===== config.mk =====
export PLATFORM = sky130hd
export DESIGN_NAME = mem_arbiter
export DESIGN_NICKNAME = d
export VERILOG_FILES = /design/src/rtl/mem_arbiter.sv
export SDC_FILE = /design/constraint.sdc
export NUM_CORES = 1
export LEC_CHECK = 0
export CAP_MARGIN = 20
export CORE_AREA = 2 2 101 64
export DETAILED_ROUTE_END_ITERATION = 8
export DIE_AREA = 0 0 103 66
export GPL_ROUTABILITY_DRIVEN = 0
export PLACE_DENSITY = 0.8
export SLEW_MARGIN = 10
export SYNTH_ARGS = -nofsm -noshare
export SYNTH_HDL_FRONTEND = slang
export SYNTH_SLANG_ARGS = --single-unit

===== constraint.sdc =====
create_clock -name clk -period 1.8 [get_ports clk]
set_input_delay 0.18 -clock clk [delete_from_list [all_inputs] [get_ports clk]]
set_output_delay 0.18 -clock clk [all_outputs]
set_load 0.05 [all_outputs]

===== src/rtl/mem_arbiter.sv =====
// Two-requester round-robin arbiter/sequencer for the shared synchronous-read data memory.
// Optional lock/burst support is enabled by defining MEMARB_LOCK_EN.
module mem_arbiter #(
    parameter int AW             = 12,
    parameter int DW             = 16,
    parameter int MEM_WORDS_LOG2 = 3
) (
    input  logic          clk,
    input  logic          rst,
    input  logic          m0_req,
    input  logic          m0_rdwr,
    input  logic [AW-1:0] m0_addr,
    input  logic [DW-1:0] m0_wdata,
    output logic [DW-1:0] m0_rdata,
    output logic          m0_ack,
    output logic          m0_err,
    input  logic          m1_req,
    input  logic          m1_rdwr,
    input  logic [AW-1:0] m1_addr,
    input  logic [DW-1:0] m1_wdata,
    output logic [DW-1:0] m1_rdata,
    output logic          m1_ack,
    output logic          m1_err,
`ifdef MEMARB_LOCK_EN
    input  logic          m0_lock,
    input  logic          m1_lock,
`endif
    output logic [AW-1:0] mem_addr,
    output logic [DW-1:0] mem_din,
    input  logic [DW-1:0] mem_dout,
    output logic          mem_cs,
    output logic          mem_we
);

    typedef enum logic [1:0] {
        ST_IDLE   = 2'd0,
        ST_ACCESS = 2'd1,
        ST_RESP   = 2'd2
    } state_t;

    state_t        state_r, state_s;
    logic          sel_r, sel_s;
    logic          last_grant_r, last_grant_s;
    logic          tie_pick_s, tie_upd_s;
    logic [AW-1:0] sel_addr_s;
    logic [DW-1:0] sel_wdata_s;
    logic          sel_rdwr_s;
    logic          oor_s;
    logic          resp_oor_r, resp_upd_r;
    logic [DW-1:0] rdata0_r, rdata1_r, rd_val_s;
    logic          m0_ack_s, m1_ack_s;

    function automatic logic addr_out_of_range(input logic [AW-1:0] addr);
        return |addr[AW-1:MEM_WORDS_LOG2];
    endfunction

    assign sel_addr_s  = sel_r ? m1_addr  : m0_addr;
    assign sel_wdata_s = sel_r ? m1_wdata : m0_wdata;
    assign sel_rdwr_s  = sel_r ? m1_rdwr  : m0_rdwr;
    assign oor_s       = addr_out_of_range(sel_addr_s);

`ifdef MEMARB_LOCK_EN
    logic       lock_vld_r, lock_owner_r;
    logic [2:0] lock_cnt_r;
    logic       grant_lock_s, lock_hold_s, lock_exp_s;

    assign grant_lock_s = sel_r ? m1_lock : m0_lock;
    assign lock_hold_s  = lock_vld_r && (lock_cnt_r < 3'd4);
    assign lock_exp_s   = lock_vld_r && (lock_cnt_r >= 3'd4);
    // A held lock keeps winning ties; once exhausted the other side is forced in.
    assign tie_pick_s   = lock_hold_s ? lock_owner_r : (lock_exp_s ? ~lock_owner_r : ~last_grant_r);
    assign tie_upd_s    = ~lock_hold_s;

    // Lock ownership and consecutive-grant count, evaluated when a transaction completes.
    always_ff @(posedge clk or posedge rst) begin
        if (rst) begin
            lock_vld_r   <= 1'b0;
            lock_owner_r <= 1'b0;
            lock_cnt_r   <= 3'd0;
        end else if (state_r == ST_RESP) begin
            if (grant_lock_s) begin
                if (lock_vld_r && (lock_owner_r == sel_r)) begin
                    lock_cnt_r <= (lock_cnt_r != 3'd4) ? lock_cnt_r + 3'd1 : lock_cnt_r;
                end else begin
                    lock_vld_r   <= 1'b1;
                    lock_owner_r <= sel_r;
                    lock_cnt_r   <= 3'd1;
                end
            end else begin
                lock_vld_r <= 1'b0;
                lock_cnt_r <= 3'd0;
            end
        end else begin
            lock_vld_r <= lock_vld_r;
        end
    end
`else
    assign tie_pick_s = ~last_grant_r;
    assign tie_upd_s  = 1'b1;
`endif

    // State, grant index and round-robin history registers.
    always_ff @(posedge clk or posedge rst) begin
        if (rst) begin
            state_r      <= ST_IDLE;
            sel_r        <= 1'b0;
            last_grant_r <= 1'b1;
        end else begin
            state_r      <= state_s;
            sel_r        <= sel_s;
            last_grant_r <= last_grant_s;
        end
    end

    // Next-state and grant selection.
    always_comb begin
        state_s      = state_r;
        sel_s        = sel_r;
        last_grant_s = last_grant_r;
        case (state_r)
            ST_IDLE: begin
                if (m0_req && m1_req) begin
                    sel_s   = tie_pick_s;
                    state_s = ST_ACCESS;
                    if (tie_upd_s) begin
                        last_grant_s = tie_pick_s;
                    end else begin
                        last_grant_s = last_grant_r;
                    end
                end else if (m0_req) begin
                    sel_s   = 1'b0;
                    state_s = ST_ACCESS;
                end else if (m1_req) begin
                    sel_s   = 1'b1;
                    state_s = ST_ACCESS;
                end else begin
                    state_s = ST_IDLE;
                end
            end
            ST_ACCESS: state_s = ST_RESP;
            ST_RESP:   state_s = ST_IDLE;
            default:   state_s = ST_IDLE;
        endcase
    end

    // Memory-side drive: only during ACCESS, with cs/we suppressed out of range.
    always_comb begin
        mem_addr = '0;
        mem_din  = '0;
        mem_cs   = 1'b0;
        mem_we   = 1'b0;
        if (state_r == ST_ACCESS) begin
            mem_addr = sel_addr_s;
            mem_din  = sel_wdata_s;
            mem_cs   = ~oor_s;
            mem_we   = sel_rdwr_s & ~oor_s;
        end else begin
            mem_addr = '0;
        end
    end

    // Remember what the response must do: update rdata on reads and on any out-of-range access.
    always_ff @(posedge clk or posedge rst) begin
        if (rst) begin
            resp_oor_r <= 1'b0;
            resp_upd_r <= 1'b0;
        end else if (state_r == ST_ACCESS) begin
            resp_oor_r <= oor_s;
            resp_upd_r <= ~sel_rdwr_s | oor_s;
        end else begin
            resp_oor_r <= resp_oor_r;
            resp_upd_r <= resp_upd_r;
        end
    end

    assign m0_ack_s = (state_r == ST_RESP) && !sel_r;
    assign m1_ack_s = (state_r == ST_RESP) &&  sel_r;
    assign rd_val_s = resp_oor_r ? '0 : mem_dout;

    // Read data arrives from the memory during RESP; capture it so it holds until the next ack.
    always_ff @(posedge clk or posedge rst) begin
        if (rst) begin
            rdata0_r <= '0;
            rdata1_r <= '0;
        end else begin
            rdata0_r <= (m0_ack_s && resp_upd_r) ? rd_val_s : rdata0_r;
            rdata1_r <= (m1_ack_s && resp_upd_r) ? rd_val_s : rdata1_r;
        end
    end

    assign m0_ack   = m0_ack_s;
    assign m1_ack   = m1_ack_s;
    assign m0_err   = m0_ack_s & resp_oor_r;
    assign m1_err   = m1_ack_s & resp_oor_r;
    assign m0_rdata = (m0_ack_s && resp_upd_r) ? rd_val_s : rdata0_r;
    assign m1_rdata = (m1_ack_s && resp_upd_r) ? rd_val_s : rdata1_r;

endmodule


# Word-level counts from Yosys, hierarchy flattened
# Index checks and enable logic that the tools add are counted.
# word_totals
ff_bits	38
in_bits	78
out_inout_bits	66
wordCells	44
# op_classes
eq_ne	2
muxes	17
bitwise	7
n_reduce_logical	11
# op_table
op	count
$mux W16	5
$mux W12	2
$mux W1	9
$reduce_or A9 Y1	1
$logic_and A1 B1 Y1	5
$pmux W2 S2	1
$reduce_and A2 Y1	2
$and A1 B1 Y1	3
$not A1 Y1	3
$reduce_bool A3 Y1	1
$eq A2 B1 Y1 const B	1
$eq A2 B2 Y1 const B	1
$logic_not A2 Y1	1
$logic_not A1 Y1	1
$or A1 B1 Y1	1

# Longest topological paths before layout
# depth
depth_word	5
ltp_mapped	5
ltp_nobuf	3

# Least setup slack after synthesis
# Ideal clock, no wire load.
# synth_path
path_type	flip-flop to output port
from	reg sel_r
to	out m0_err
arrival_ns	2.495
t_required_ns	1.620
path_slack_ns	-0.875
path_stages_with_launch	5
path_buffers	2
path_cell_list	dfrtp_1 buf_6 buf_2 nor3b_1 and2_1
# synth_via
elab_chain_cells	3
# synth_lines
element	line	rtl
start: declaration	42	logic sel_r, sel_s;
start signal: assignment	110	sel_r <= sel_s;
$logic_not A1 Y1	176	assign m0_ack_s = (state_r == ST_RESP) && !sel_r;
$logic_and A1 B1 Y1	176	
net m0_ack	15	output logic m0_ack,
$and A1 B1 Y1	193	assign m0_err = m0_ack_s & resp_oor_r;
end: declaration	16	output logic m0_err,
# The timed path passes the listed nets, and every way through them passes these cells.

# Worst setup path after layout
# layout_path
from	reg sel_r
to	out mem_we
# layout_via
elab_chain_cells	5
word_cells_on_any_way	6
classes_between	mux: 3; bitwise: 2; reduce/logical: 1
# layout_lines
element	line	rtl
$mux W12	57	assign sel_addr_s = sel_r ? m1_addr : m0_addr;
$reduce_or A9 Y1	54	return |addr[AW-1:MEM_WORDS_LOG2];
$not A1 Y1	156	mem_we = sel_rdwr_s & ~oor_s;
$and A1 B1 Y1 (*)	156	
$mux W1 (*)	152	if (state_r == ST_ACCESS) begin
end: declaration	32	output logic mem_we
# Every way passes the cells marked *; elsewhere a longest branch is shown, timed or not.

==> summary.txt <==
Status
  • Status: finished with violations
  • Failing checks: negative setup slack

GRT
  • Total gr overflow: 0
  • Total track usage: a little over a fifth
  • Antenna violations before repair: 0
  • Vias in the first global route: approximately 2300
  • Largest net degree at the start of global routing: 39
  • First-pass GRT wire length: about 11000 um

Worst hold path
  • Hold Crit Class: input port to async pin

Worst setup path
  • CP max stage cell: dfrtp_2
  • Setup slack, reg-to-reg: ~0.24 ns
  • CP Launch Type: register
  • WP buf/inv: 2
  • CP Capture Type: primary output
  • Cell family with most CP delay: simple AND/OR/NAND/NOR gates
  • Critical Path, Cell by Cell: buf_6 -> nor4b_4 -> nor2_4 -> nor3_4 -> clkbuf_16
  • Critical path type: register to primary output
  • CP max FO: 6
  • Worst reg-to-reg path cell count: 5
  • Worst Path Required: about 1.6 ns
  • CP arrival: 1.63 ns
  • FF-to-FF End: resp_upd_r$_DFFE_PP0P_
  • Slowest stage delay, CP: between 0.4 and 0.5 ns
  • Worst R2R Start: sel_r$_DFFE_PP0N_

Pwr
  • Switching Share: a little under half
  • P_leak: 2.04 nW
  • Maximum vdd drop: roughly 0.76 mV
  • Int Power: about 3.7 mW
  • P_sw: 3.20 mW
  • PD cells: 1390 nW/um2
  • Final total power: 6.90 mW
  • Clock share of power: between 7 and 8%
  • Comb pwr share: approximately three quarters
  • Sequential share of power: 17.0%

STA
  • Slew at the pin closest to its max-slew limit: 0.470 ns
  • Final period util: 101%
  • Slew margin rel.: between 60% and 70%
  • Worst setup margin: -0.0142 ns
  • Final Hold Fails: 0
  • Final setup vio count: 1
  • Final min period: 1.81 ns
  • Worst clock skew: 0.00455 ns
  • Pins over their slew limit: 0
  • RSZ-0062 raised after global routing: yes
  • Fmax achieved: 551 MHz

Routing
  • Vias per cell: between 4 and 5
  • Routed vias: 2258
  • Final WL: 7940 um
  • First-pass DRT Iterations: 4
  • DR WL/cell: 17.0 um
  • 1st-iter DRT viols: 77
  • Antenna Violating Nets Remaining: 0
  • DRC Markers: 0

Clocking
  • Worst skew pair latency: around 0.29 ns
  • Post-CTS Hold Fix Bufs: 0
  • Root buffer cell: clkbuf_8
  • Clk slew on worst S/H paths: 0.07 ns
  • H-tree Lvls: 2
  • Clock tree buffer depth: 2
  • Num CTS Buffers: 5
  • CTS tree: done
  • Sink Count: 38

Placed design
  • Placed Instance Area: ~4400 um2
  • DP Wirelength: 5770 um
  • Placed insts: between 400 and 500
  • Placement Setup Slack: -0.0139 ns
  • PortBufs: between 100 and 150

Final layout
  • Proportion of layout cells with a drive suffix above 1: 44.8%
  • Area grow syn2layout: 148%
  • Finished Layout Cells: 466
  • Antenna Cells: 0
  • Layout net count: between 400 and 500
  • FF+latch area: ~960 um2
  • Final design area excluding fillers: 4950 um2
  • Final core occ: 84.1%
  • Layout fillers: 321
  • Multi-input logic area: 1440 um2

Logic synthesis
  • Mapped Cells: 221
  • Syn Nets: 299
  • Register area share after synthesis: 47.6%
  • YS warnings: 0
  • FF+latch count, synth: 38
  • Synth Area per Inst: 9.05 um2
  • Synth unique cells: 27
  • Syn Std Cell Area: 2000 um2

Floorplan
  • Die width: 103 um
  • Starting Density: 33.9%
  • Number of top-level pins: 144
  • Core area: 5890 um2
  • Cell Rows: 22
  • Die Area: 6800 um2
  • Die Ht: between 60 and 70 um

Flow run
  • Max-cap check violation count: 0
[cell usage after synthesis]
cell / instances / share of area [%]
a22oi_1: 1 / 0.38
a32o_1: 1 / 0.50
and2_1: 2 / 0.63
and3b_1: 1 / 0.44
buf_2: 5 / 1.3
buf_6: 1 / 0.56
clkbuf_1: 10 / 1.9
dfrtp_1: 37 / 46
dfstp_2: 1 / 1.3
inv_1: 2 / 0.38
mux2i_1: 29 / 15
nand2_1: 34 / 6.4
nand2b_1: 18 / 5.6
nand3_1: 1 / 0.25
nand4b_1: 1 / 0.44
nand4bb_1: 1 / 0.56
nor2_1: 30 / 5.6
nor3_1: 3 / 0.75
nor3b_1: 2 / 0.75
nor4_1: 3 / 0.94
nor4b_1: 1 / 0.44
o21a_1: 1 / 0.38
o21ai_0: 32 / 8.0
o31a_1: 1 / 0.44
o32a_1: 1 / 0.50
or2_1: 1 / 0.31
xnor2_1: 1 / 0.44
[worst max path at each step]
stage,start,endpoint,slack [ns],depth (start not counted)
global placement,m0_addr[8],mem_we,0.06,5
floorplan,resp_oor_r$_DFFE_PP0P_,rdata0_r[15]$_DFF_PP0_,-0.37,4
global route,sel_r$_DFFE_PP0N_,mem_we,-0.08,5
CTS,sel_r$_DFFE_PP0N_,mem_we,-0.03,5
finish,sel_r$_DFFE_PP0N_,mem_we,-0.01,5
detailed placement,m0_addr[8],mem_we,-0.01,5
[cell families after synthesis]
logic type | share of synthesized area [%]
multiplexers | 14.5
AO/OA/AOI/OAI | 10.2
flip-flops | 47.6
AND/OR/NAND/NOR | 23.2
buffers and inverters | 4.07
XOR/XNOR | 0.438
[power by group through the flow]
stage | clock, mW | combinational (mW) | sequential [mW]
after global placement | 0 | 4.60 | 1.15
after floorplan | 0 | 2.45 | 1.11
final | 0.542 | 5.18 | 1.17
after global routing | 0.593 | 5.38 | 1.19
after detailed placement | 0 | 4.65 | 1.17
after CTS | 0.549 | 4.85 | 1.15
[area by class of cell]
cell class              instances  area share, %
clock buffers                   7           1.54
inverters                       2          0.152
multi-input cells             165           29.1
flip-flops and latches         38           19.3
well taps                      84           2.12
repair buffers                170           47.8
[cells in the final DEF (no fill, tap or decap), types with 2 or more instances in the layout]
cell,count
nand2_1,21
nor2_2,5
o21ai_2,8
clkdlybuf4s50_1,77
nor2_1,24
nand2b_2,5
clkbuf_1,2
nor3_4,2
dfrtp_2,3
nor4_2,2
o21ai_4,23
nand2_2,12
clkbuf_16,2
mux2i_1,28
buf_4,18
dfrtp_1,34
buf_12,67
nand2b_1,13
inv_1,2
clkbuf_8,5
buf_6,5
[layer usage]
layer	vias up	share of wire, %	track usage, %
met1	1099	38	26.0
met3	14	5.2	6.13
met4	0	1.8	4.77
met5	-	0	0
li1	1067	-	-
met2	78	55	38.6
[worst register-to-register path: stages, from the launching register on]
cell	delay, ns
dfrtp_2	0.44
buf_6	0.15
nor4b_4	0.27
nor2_4	0.10
buf_4	0.15
o32a_1	0.33
[per-stage QoR]
stage / hold slack, ns / setup TNS [ns]
2_1_floorplan: 0.297 / -1.66
5_1_grt: 0.394 / -1.72
3_3_place_gp: 0.480 / 0
6_report: 0.330 / -0.0142
4_1_cts: 0.322 / -0.0371
3_5_place_dp: 0.481 / -0.0139
[registers in the layout, summed over array words and instances, names as in the netlist]
| signal | cells |
|---|---|
| rdata0_r | 16 |
| resp_upd_r | 1 |
| resp_oor_r | 1 |
| rdata1_r | 16 |
| last_grant_r | 1 |
| state_r | 2 |
| sel_r | 1 |
[timing repair]
action | 4_1_cts | 5_1_grt
setup endpoints to repair | 39 | 51
cloned | 0 | 1
setup buffers | 3 | 8
resized for setup | 27 | 61
pin swaps | 2 | 18
Power figures use the tool's default switching activity.
